[config.mk]
export PLATFORM = sky130hd
export DESIGN_NAME = alu_arbiter
export DESIGN_NICKNAME = d
export VERILOG_FILES = /design/src/rtl/alu_arb_pkg.sv /design/src/rtl/cpu_types_pkg.sv /design/src/rtl/alu.sv /design/src/rtl/alu_arbiter.sv
export SDC_FILE = /design/constraint.sdc
export NUM_CORES = 1
export LEC_CHECK = 0
export ABC_AREA = 0
export CAP_MARGIN = 20
export CORE_MARGIN = 1.5
export CORE_UTILIZATION = 40
export CTS_BUF_LIST = sky130_fd_sc_hd__clkbuf_16
export DETAILED_ROUTE_END_ITERATION = 10
export SLEW_MARGIN = 10
export SYNTH_ARGS = -nofsm -noshare
export SYNTH_HDL_FRONTEND = slang
export SYNTH_SLANG_ARGS = --single-unit
[constraint.sdc]
create_clock -name CLK -period 4.5 [get_ports CLK]
set_input_delay 0.675 -clock CLK [delete_from_list [all_inputs] [get_ports CLK]]
set_output_delay 0.675 -clock CLK [all_outputs]
set_load 0.01 [all_outputs]
[src/rtl/alu_arb_pkg.sv]
// Types and constants shared by the ALU arbiter.
package alu_arb_pkg;

  localparam int unsigned REQ_N = 2;

  typedef enum logic [1:0] {
    IDLE,
    EXEC,
    RESP
  } arb_state_t;

  // Packs MSB-first as {negative, overflow, zero}.
  typedef struct packed {
    logic negative;
    logic overflow;
    logic zero;
  } alu_flags_t;

endpackage

[src/rtl/cpu_types_pkg.sv]
// CPU-wide shared types: ALU opcode encoding used by the alu and its clients.
package cpu_types_pkg;

  typedef enum logic [3:0] {
    ALU_ADD = 4'h0,
    ALU_SUB = 4'h1,
    ALU_AND = 4'h2,
    ALU_OR  = 4'h3,
    ALU_XOR = 4'h4,
    ALU_SLL = 4'h5,
    ALU_SRL = 4'h6,
    ALU_SRA = 4'h7,
    ALU_SLT = 4'h8
  } alu_op_t;

endpackage

[src/rtl/alu.sv]
// Combinational ALU: result plus negative/overflow/zero flags.
module alu
  import cpu_types_pkg::*;
#(
  parameter int unsigned DATA_W = 32
) (
  input  logic [DATA_W-1:0] a_i,
  input  logic [DATA_W-1:0] b_i,
  input  alu_op_t           op_i,
  output logic [DATA_W-1:0] result_o,
  output logic              negative_o,
  output logic              overflow_o,
  output logic              zero_o
);

  localparam int unsigned SH_W = $clog2(DATA_W);

  logic [SH_W-1:0]   shamt;
  logic [DATA_W-1:0] sum;
  logic [DATA_W-1:0] diff;

  assign shamt = b_i[SH_W-1:0];
  assign sum   = a_i + b_i;
  assign diff  = a_i - b_i;

  // Opcode decode; signed overflow only meaningful for add/subtract.
  always_comb begin
    result_o   = '0;
    overflow_o = 1'b0;
    case (op_i)
      ALU_ADD: begin
        result_o   = sum;
        overflow_o = (a_i[DATA_W-1] == b_i[DATA_W-1]) && (sum[DATA_W-1] != a_i[DATA_W-1]);
      end
      ALU_SUB: begin
        result_o   = diff;
        overflow_o = (a_i[DATA_W-1] != b_i[DATA_W-1]) && (diff[DATA_W-1] != a_i[DATA_W-1]);
      end
      ALU_AND: result_o = a_i & b_i;
      ALU_OR:  result_o = a_i | b_i;
      ALU_XOR: result_o = a_i ^ b_i;
      ALU_SLL: result_o = a_i << shamt;
      ALU_SRL: result_o = a_i >> shamt;
      ALU_SRA: result_o = $unsigned($signed(a_i) >>> shamt);
      ALU_SLT: result_o = {{(DATA_W-1){1'b0}}, ($signed(a_i) < $signed(b_i))};
      default: result_o = '0;
    endcase
  end

  assign negative_o = result_o[DATA_W-1];
  assign zero_o     = (result_o == '0);

endmodule

[src/rtl/alu_arbiter.sv]
// Round-robin sharing of one ALU between two valid/ready requesters.
// Operands are registered on grant, the ALU runs for one cycle, and the
// registered result is held until the owning requester accepts it.
module alu_arbiter
  import alu_arb_pkg::*, cpu_types_pkg::*;
#(
  parameter int unsigned DATA_W = 32
) (
  input  logic              CLK,
  input  logic              RST,
  input  logic [REQ_N-1:0]  REQ_VALID,
  output logic [REQ_N-1:0]  REQ_READY,
  input  logic [DATA_W-1:0] REQ_A0,
  input  logic [DATA_W-1:0] REQ_B0,
  input  logic [DATA_W-1:0] REQ_A1,
  input  logic [DATA_W-1:0] REQ_B1,
  input  logic [3:0]        REQ_OP0,
  input  logic [3:0]        REQ_OP1,
  output logic [REQ_N-1:0]  RSP_VALID,
  input  logic [REQ_N-1:0]  RSP_READY,
  output logic [DATA_W-1:0] RSP_RESULT,
  output logic [2:0]        RSP_FLAGS,
  output logic              BUSY
);

  arb_state_t        state_q, state_d;
  logic              last_q, last_d;
  logic              owner_q, owner_d;
  logic [DATA_W-1:0] a_q, a_d;
  logic [DATA_W-1:0] b_q, b_d;
  alu_op_t           op_q, op_d;
  logic [DATA_W-1:0] result_q, result_d;
  alu_flags_t        flags_q, flags_d;

  logic              gnt_any;
  logic              gnt_idx;
  logic [DATA_W-1:0] alu_result;
  logic              alu_neg, alu_ovf, alu_zero;

  // ALU sees only the operand registers, never the live request lines.
  alu #(.DATA_W(DATA_W)) u_alu (
    .a_i        (a_q),
    .b_i        (b_q),
    .op_i       (op_q),
    .result_o   (alu_result),
    .negative_o (alu_neg),
    .overflow_o (alu_ovf),
    .zero_o     (alu_zero)
  );

  // Grant pick: a lone requester always wins; on a tie, the one not served last.
  always_comb begin
    gnt_any = |REQ_VALID;
    if (REQ_VALID == 2'b11) gnt_idx = ~last_q;
    else                    gnt_idx = REQ_VALID[1];
  end

  // Next-state, register loads and handshake outputs.
  always_comb begin
    state_d   = state_q;
    last_d    = last_q;
    owner_d   = owner_q;
    a_d       = a_q;
    b_d       = b_q;
    op_d      = op_q;
    result_d  = result_q;
    flags_d   = flags_q;
    REQ_READY = '0;
    RSP_VALID = '0;
    case (state_q)
      IDLE: begin
        if (gnt_any) begin
          REQ_READY[gnt_idx] = 1'b1;
          owner_d = gnt_idx;
          a_d     = gnt_idx ? REQ_A1 : REQ_A0;
          b_d     = gnt_idx ? REQ_B1 : REQ_B0;
          op_d    = alu_op_t'(gnt_idx ? REQ_OP1 : REQ_OP0);
          state_d = EXEC;
        end
      end
      EXEC: begin
        result_d = alu_result;
        flags_d  = '{negative: alu_neg, overflow: alu_ovf, zero: alu_zero};
        state_d  = RESP;
      end
      RESP: begin
        RSP_VALID[owner_q] = 1'b1;
        if (RSP_READY[owner_q]) begin
          last_d  = owner_q;
          state_d = IDLE;
        end
      end
      default: state_d = IDLE;
    endcase
  end

  // State and datapath registers; reset drops any in-flight operation.
  always_ff @(posedge CLK or posedge RST) begin
    if (RST) begin
      state_q  <= IDLE;
      last_q   <= 1'b1;
      owner_q  <= 1'b0;
      a_q      <= '0;
      b_q      <= '0;
      op_q     <= ALU_ADD;
      result_q <= '0;
      flags_q  <= '0;
    end else begin
      state_q  <= state_d;
      last_q   <= last_d;
      owner_q  <= owner_d;
      a_q      <= a_d;
      b_q      <= b_d;
      op_q     <= op_d;
      result_q <= result_d;
      flags_q  <= flags_d;
    end
  end

  assign RSP_RESULT = result_q;
  assign RSP_FLAGS  = flags_q;
  assign BUSY       = (state_q != IDLE);

endmodule

# Yosys cells after proc, flatten, opt, wreduce, memory -nomap -nowiden
# Cells that the tools add are included.
# word_totals
ramBits	0
latchBits	0
memories	0
mem_bits_ro	0
ff_bits	107
# classes
n_lt_le_gt_ge	5
addsub	2
div_mod_pow	0
n_bitwise	4
eq_ne	17
shifts	3
n_mux	18
n_mul	0
reduce_logical	12
# ops
operator	count
case mux 32 bit (9 select lines)	1
two-way mux 32 bit	2
adder 32 bit	1
bitwise AND 32 bit	1
logical NOT 32 bit	1
< comparator 32 bit	1
OR 32 bit	1
<< shifter 32 x 5 -> 32 bit	1
>> shifter 32 x 5 -> 32 bit	1
>>> shifter 32 x 5 -> 32 bit	1
subtractor 32 bit	1
XOR 32 bit	1
equality test 4 x 3 -> 1 bit (second input constant)	4
two-way mux 2 bit	5
equality test 4 x 2 -> 1 bit (second input constant)	2
case mux 2 bit (3 select lines)	1
AND reduction 2 bit	3
two-way mux 1 bit	5
equality test 2 bit (second input constant)	2
equality test 4 x 1 -> 1 bit (second input constant)	1
equality test 4 bit (second input constant)	1
logical AND 1 bit	4
logical NOT 4 bit	1
< comparator 1 x 2 -> 1 bit (second input constant)	2
other kinds (12)	17

# Longest topological paths before layout
# Gate-level depths: netlist of the first run.
# logic_depth
ltp_word	8
depth_mapped	18

# By module
# Synthesis of the first run repeated with hierarchy kept, for this count alone.
# unflattened
cells_unflattened	1770
area_unflattened_um2	14451.4
# by_module_without_submodules
module	seq_area_each_um2	cells_per_inst	instances	area_per_inst_um2
alu	0.0	1354	1	9506.6
alu_arbiter	2678.8	416	1	4944.7

# Worst setup path after synthesis of the first run
# Ideal clock, no wire load.
# synth_path
path_kind	reg2reg
start	reg b_q[2]
end	reg flags_q (netlist bit RSP_FLAGS[0])
setup_time_ns	0.074
arrival_time_ns	4.232
required_time_ns	4.426
stages_incl_launch_ff	19
path_buffers	4
slack_ns	0.193
path_cell_list	dfrtp_1 > clkbuf_1 > inv_2 > buf_1 > clkbuf_1 > ha_1 > buf_2 > a21o_1 > a221o_1 > a22oi_1 > nand2_1 > a221o_1 > a222oi_1 > and2_1 > nor4b_1 > nand4_1 > nor4_1 > nand2_1 > o21ai_2
# synth_between
elab_chain_len	3
elab_cells_between_ends	11
cone_classes	add/sub: 2; order compare: 1; shift: 3; mux: 1; bitwise: 3; reduce/logical: 1
# synth_lines
item	line	text
start, declared	alu_arbiter.sv:30	logic [DATA_W-1:0] b_q, b_d;
start signal, assigned	alu_arbiter.sv:104	b_q <= '0;
start signal, assigned	alu_arbiter.sv:113	b_q <= b_d;
subtractor 32 bit (tied with other cells)	alu.sv:24	assign diff = a_i - b_i;
case mux 32 bit (9 select lines) *	alu.sv:30	case (op_i)
logical NOT 32 bit *	alu.sv:51	assign zero_o = (result_o == '0);
end signal, assigned	alu_arbiter.sv:116	flags_q <= flags_d;
end, declared	alu_arbiter.sv:33	alu_flags_t flags_q, flags_d;
# Every way passes the cells marked *; elsewhere a longest branch is shown, timed or not.
# A chain may end at the register's enable or synchronous reset.

# Final worst setup path of the first run
# layout_path
start	reg b_q[0]
end	reg flags_q (netlist bit RSP_FLAGS[0])
# The elaborated chain is that of the path after synthesis.

==> reports/results.tsv, run 1 <==
metric	value	unit
final net count	2215	
CTS Buffer Depth	2	
status	finished, final reports clean	
drt via density	6.41	
Tcrit/Tclk final	0.940	
Starting Density	0.409	
final WL	63.2	mm
Setup Fix Bufs, Post-CTS	0	
Clock Latency Late Sink	400	ps
via count	15600	
drt wl/cell	26.0	um
Synth async-reset ratio	1.00	
Placer Congestion	1.01	
# DRC	0	
Avg Cell Area, Syn	7.82	sq um
hold_buf cts	0	
Ys Warns	0	
Worst setup SP type	flop	
first-pass GRT wire length	94.7	mm
CTS root buf	clkbuf_16	
fillers	3316	
boundary pin count	182	
reg2reg start	b_q[0]	
Synthesized Nets	2007	
RSZ-0062 raised after global routing	false	
top-area cell type share of the netlist area	0.190	
setup TNS	0	ps
commonest non-fill, non-tap cell in the layout	nand2_1	
CP arrival	4550	ps
drt first-iter violations	1966	
initial antenna violation count	4	
number of synthesized register bits	106	
max-cap violation count	0	
slew margin rel.	0.224	
worst path required time	4820	ps
cells after synthesis	1766	
largest net degree at the start of global routing	102	
Final Skew	12.4	ps
sequential-to-total area share from yosys stat	0.192	
post-synthesis cell area	0.0138	sq mm
num rows	67	
Crit. Startpoint	b_q[0]	
vias in the first global route	14700	
Post-synth top flop	dfrtp_1	
Yosys top cell by area	dfrtp_1	
antenna-violating nets left	0	
minimum clock period	4230	ps
Post-DP HPWL	49.9	mm
die area	0.0356	sq mm
hold wc startpoint	RSP_RESULT[13]	
CTS Buf Count	9	
number of library cell types mapped by synthesis	85	
final setup violation count	0	
Worst-Margin Slew	1160	ps
layout cells sized above 1	0.140	
kind of critical path	reg2reg	
Layout area overhead	24.8	%
DRT Pass-1 Iters	7	
dominant cells by area after synthesis	dfrtp_1 (19%), mux4_2 (9.0%), ha_1 (8.8%)	
Slew Limit Fails	0	
GRT overflow	0	
clk sink count	106	
Hold WC Path Type	reg2reg	
Core ar.	0.0338	sq mm
DIE WIDTH	189	um
number of buffers added on ports	181	
Post-CTS Resized	0	
number of synthesized flops with an enable pin	0	
H-tree depth	3	
commonest non-fill, non-tap cells in the layout	nand2_1 (215), clkdlybuf4s50_1 (181), buf_4 (152)	
final hold slack	476	ps
final hold vios	0	
die span in y	189	um
fmax	237	MHz
CTS tree	done	
worst-path maximum fanout	5	
Worst Setup End Kind	flop	
CTS clock-pin slew for the worst setup and hold paths	70	ps
gr usage total	0.355	
kinds of logic after synthesis:
kind of cell,Yosys count,share of synthesized area
and+or+nand+nor,554,0.186
adders and majority gates,99,0.0908
AOI/OAI and AO/OA,570,0.280
muxes,147,0.164
buffers and inverters,275,0.0778
DFF,106,0.192
xor gates and xnor gates,15,0.00952
area by class of cell:
| cell class | count | area (sq um) | area share |
|---|---|---|---|
| Tap cell | 448 | 561 | 0.0325 |
| Clock buffer | 9 | 225 | 0.0131 |
| Timing Repair Buffer | 339 | 3070 | 0.178 |
| Sequential cell | 106 | 2660 | 0.154 |
| Clock inverter | 7 | 46.3 | 0.00269 |
| Inverter | 133 | 502 | 0.0291 |
| Multi-Input combinational cell | 1385 | 10200 | 0.590 |
| Antenna cell | 2 | 5.00 | 0.000290 |
path summary, 6_finish.rpt:
path | endpoint | slack, ps | cells after the start
max in group asynchronous | last_q | 2980 | 3
min in group asynchronous | a_q[25] | 730 | 2
setup reg to reg | RSP_FLAGS[0] | 270 | 14
hold reg to reg | RSP_RESULT[13] | 480 | 2
hold / removal | RSP_RESULT[13] | 480 | 2
setup / recovery | RSP_FLAGS[0] | 270 | 14
sequential cells by signal (all words and copies together), names as in the netlist:
name / flops
op_q: 4
state_q: 2
a_q: 32
RSP_RESULT: 32
last_q: 1
RSP_FLAGS: 2
owner_q: 1
b_q: 32
Yosys cell counts (all sizes together), types with 22 or more instances:
master	n
nand2	215
nor2	139
o21ai	137
inv	132
a21oi	120
clkbuf	110
dfrtp	105
ha	97
mux2i	72
mux4	60
nor3	42
a222oi	38
a211oi	35
o211ai	35
buf	32
nand3	27
o22ai	22
critical path: stages, from the launching register on:
cell and delay (ps):
dfrtp_4 510, ha_1 250, fa_1 430, a21o_1 230
a221o_1 430, a22oi_1 300, nand2_1 140, a221o_1 340
a222oi_1 310, and2_1 200, nor4b_1 250, nand4_1 240
nor4_2 320, nand2_1 100, o21ai_2 110
layer usage:
metal / global-route usage / wire (um) / part of all wire
met1: 0.488 / 26900 / 0.43
met2: 0.560 / 28400 / 0.45
met3: 0.0700 / 6000 / 0.095
met4: 0.107 / 1940 / 0.031
met5: 0 / 0 / 0
per-stage QoR:
step	utilization	instance area, sq um	cells	worst slack [ps]
finish	0.510	17200	2429	272
global route	0.510	17200	2427	34.7
CTS	0.509	17200	2427	172
detailed placement	0.501	16900	2411	195
global placement	0.501	16900	2411	234
floorplan	-	13800	1766	193
Power of run 1 is left out: the tool's default activity adds up to more than one toggle a clock period on the data nets, which glitch-free logic cannot reach.
==> inputs of run 2 (changes only) <==
Settings changed: ABC_AREA 0 to 1.
==> reports/results.tsv, run 2 <==
metric	value	unit	change
Worst-Margin Slew	1010	ps	-152 ps
number of synthesized register bits	106		unchanged
critical path depth	19		+5
fmax	264	MHz	+12%
number of library cell types mapped by synthesis	47		-45%
drt wl/cell	23.5	um	-9.8%
slowest stage delay, CP	490	ps	-20 ps
H-tree depth	3		unchanged
dominant cell by count in the synthesized netlist	nand2_1		
cell count of the worst reg-to-reg path	19		+5
reg-to-reg setup timing slack	710	ps	+440 ps
sequential-to-total area share from yosys stat	0.188		-0.00414
boundary pin count	182		unchanged
status	finished, final reports clean		
CTS clock-pin slew for the worst setup and hold paths	80	ps	about the same
CTS tree	done		
dominant cells by area after synthesis	nand2_1 (23%), dfrtp_1 (19%), nand3_1 (14%)		
Post-CTS Resized	0		unchanged
Ys Warns	0		unchanged
Placer Congestion	1.05		+4.2%
Inst Count DP	3055		+27%
initial antenna violation count	1		-3
slew margin rel.	0.327		+0.103
CTS root buf	clkbuf_16		
RSZ-0062 raised after global routing	false		
Avg Cell Area, Syn	5.60	sq um	-28%
reg2reg start	b_q[0]		
number of synthesized flops with an enable pin	0		unchanged
Synth async-reset ratio	1.00		unchanged
commonest non-fill, non-tap cells in the layout	nand2_1 (863), nand3_1 (385), nor2_1 (262)		
drt via density	5.91		-7.7%
clk sink count	106		unchanged
CTS Buf Count	9		unchanged
die area	0.0364	sq mm	+2.2%
Tcrit/Tclk final	0.842		-0.0971
Worst Setup End Kind	flop		
via count	18200		+17%
Post-synth top flop	dfrtp_1		
largest net degree at the start of global routing	102		unchanged
Layout area overhead	16.3	%	
fillers	3787		+14%
critical path cell sequence	buf_4 -> ha_1 -> fa_1 -> nand3_1 -> nand3_1 -> nand2_1 -> nand2_1 -> nand2_1 -> nand2_1 -> nand2_1 -> nand3_1 -> nand3_1 -> nor2_1 -> nand3_1 -> nor2_1 -> nand2_1 -> nor2_1 -> nand3_1 -> nand2_1		
Final Skew	10.6	ps	-1.79 ps
GRT overflow	0		unchanged
Worst path top cell family by delay	simple AND/OR/NAND/NOR gates		
Crit. Startpoint	b_q[0]		
commonest non-fill, non-tap cell in the layout	nand2_1		
worst-path maximum fanout	37		+32
post-synthesis cell area	0.0141	sq mm	+2.2%
top post-synthesis cells by count	nand2_1 (863), nand3_1 (385), nor2_1 (264), inv_1 (238), dfrtp_1 (105)		
drt first-iter violations	2013		+2.4%
worst path required time	4830	ps	about the same
final net count	2853		+29%
Worst path most repeated cell	nand2_1		
DIE WIDTH	191	um	+1.1%
Synthesized Nets	2762		+38%
final setup violation count	0		unchanged
die span in y	191	um	+1.1%
crit path capture	RSP_FLAGS[0]		
minimum clock period	3790	ps	-437 ps
setup TNS	0	ps	unchanged
slowest stage cell, crit path	ha_1		
antenna-violating nets left	0		unchanged
vias in the first global route	17200		+17%
Worst setup SP type	flop		
number of buffers added on ports	181		unchanged
final hold vios	0		unchanged
Slew Limit Fails	0		unchanged
reg-to-reg endpoint	RSP_FLAGS[0]		
Post-DP HPWL	57.6	mm	+15%
Finished Layout Cells	3072		+26%
buffers and inverters on the worst path	1		+1
CTS Buffer Depth	2		unchanged
Yosys top cell by area	nand2_1		
# DRC	0		unchanged
kind of critical path	reg2reg		
Starting Density	0.407		-0.00119
CP arrival	4120	ps	-430 ps
Core ar.	0.0346	sq mm	+2.5%
final WL	72.2	mm	+14%
Setup Fix Bufs, Post-CTS	0		unchanged
first-pass GRT wire length	106	mm	+12%
gr usage total	0.396		+0.0412
top-area cell type share of the netlist area	0.230		+0.0393
hold_buf cts	0		unchanged
Hold WC Path Type	reg2reg		
Antenna diodes	0		-2
DRT Pass-1 Iters	5		-2
layout cells sized above 1	0.0294		-0.111
Clock Latency Late Sink	390	ps	about the same
max-cap violation count	0		unchanged
cells after synthesis	2521		+43%
num rows	68		+1.5%
==> run 2: cell count changes after synthesis, moves of 32 or more <==
cell	previous run	this run
mux2i_1	72	1
a211oi_1	35	3
clkbuf_1	110	52
a222oi_1	38	0
nand2_1	215	863
nand3_1	27	385
nor2_1	139	264
inv_1	130	238
o21ai_0	135	85
mux4_2	55	0
buf_2	12	59
==> run 2: logic make-up after synthesis <==
logic type / count (synthesis) / share of synthesized area
mux: 1 / 0.000709
buf+inv: 383 / 0.111
compound gates: 334 / 0.136
fa+ha+maj: 99 / 0.0889
flops: 106 / 0.188
simple gates: 1594 / 0.473
xor+xnor: 4 / 0.00248
==> run 2: worst register-to-register path, cell delays in order, from the launching register on <==
cell and delay, ps:
dfrtp_1 330, buf_4 480, ha_1 510, fa_1 360, nand3_1 100, nand3_1 240, nand2_1 130, nand2_1 110
nand2_1 80, nand2_1 210, nand2_1 80, nand3_1 80, nand3_1 190, nor2_1 260, nand3_1 100, nor2_1 90
nand2_1 60, nor2_1 170, nand3_1 90, nand2_1 60
==> run 2: area by class of cell <==
class | instances | area, sq um | area share
multi-input cells | 2032 | 9910 | 0.604
flip-flops and latches | 106 | 2660 | 0.162
inverters | 257 | 970 | 0.0591
clock inverters | 7 | 53.8 | 0.00328
clock buffers | 9 | 225 | 0.0137
well taps | 455 | 569 | 0.0347
repair buffers | 206 | 2030 | 0.124
==> run 2: worst min-delay path by stage <==
stage	startpoint	endpoint	slack (ps)	cells past startpoint
global route	RSP_RESULT[24]	RSP_RESULT[24]	510	2
detailed placement	RSP_RESULT[24]	RSP_RESULT[24]	460	2
finish	RSP_RESULT[24]	RSP_RESULT[24]	490	2
CTS	RSP_RESULT[24]	RSP_RESULT[24]	490	2
floorplan	last_q	last_q	470	2
global placement	RSP_RESULT[21]	RSP_RESULT[21]	470	2
==> run 2: metal layers <==
layer	up-vias	part of all wire	track usage
met1	8604	0.42	0.526
met2	977	0.45	0.623
met4	0	0.046	0.183
met5	-	0	0
met3	169	0.090	0.0662
li1	8416	-	-
==> run 2: through the flow <==
stage          hold slack, ps   util  worst slack, ps  instance area [sq um]
2_1_floorplan             465      -             1040                  14100
3_3_place_gp              469  0.465              743                  16100
3_5_place_dp              465  0.465              827                  16100
4_1_cts                   487  0.473              785                  16400
5_1_grt                   512  0.474              593                  16400
6_report                  485  0.474              709                  16400
Power of run 2 is left out for the same reason.
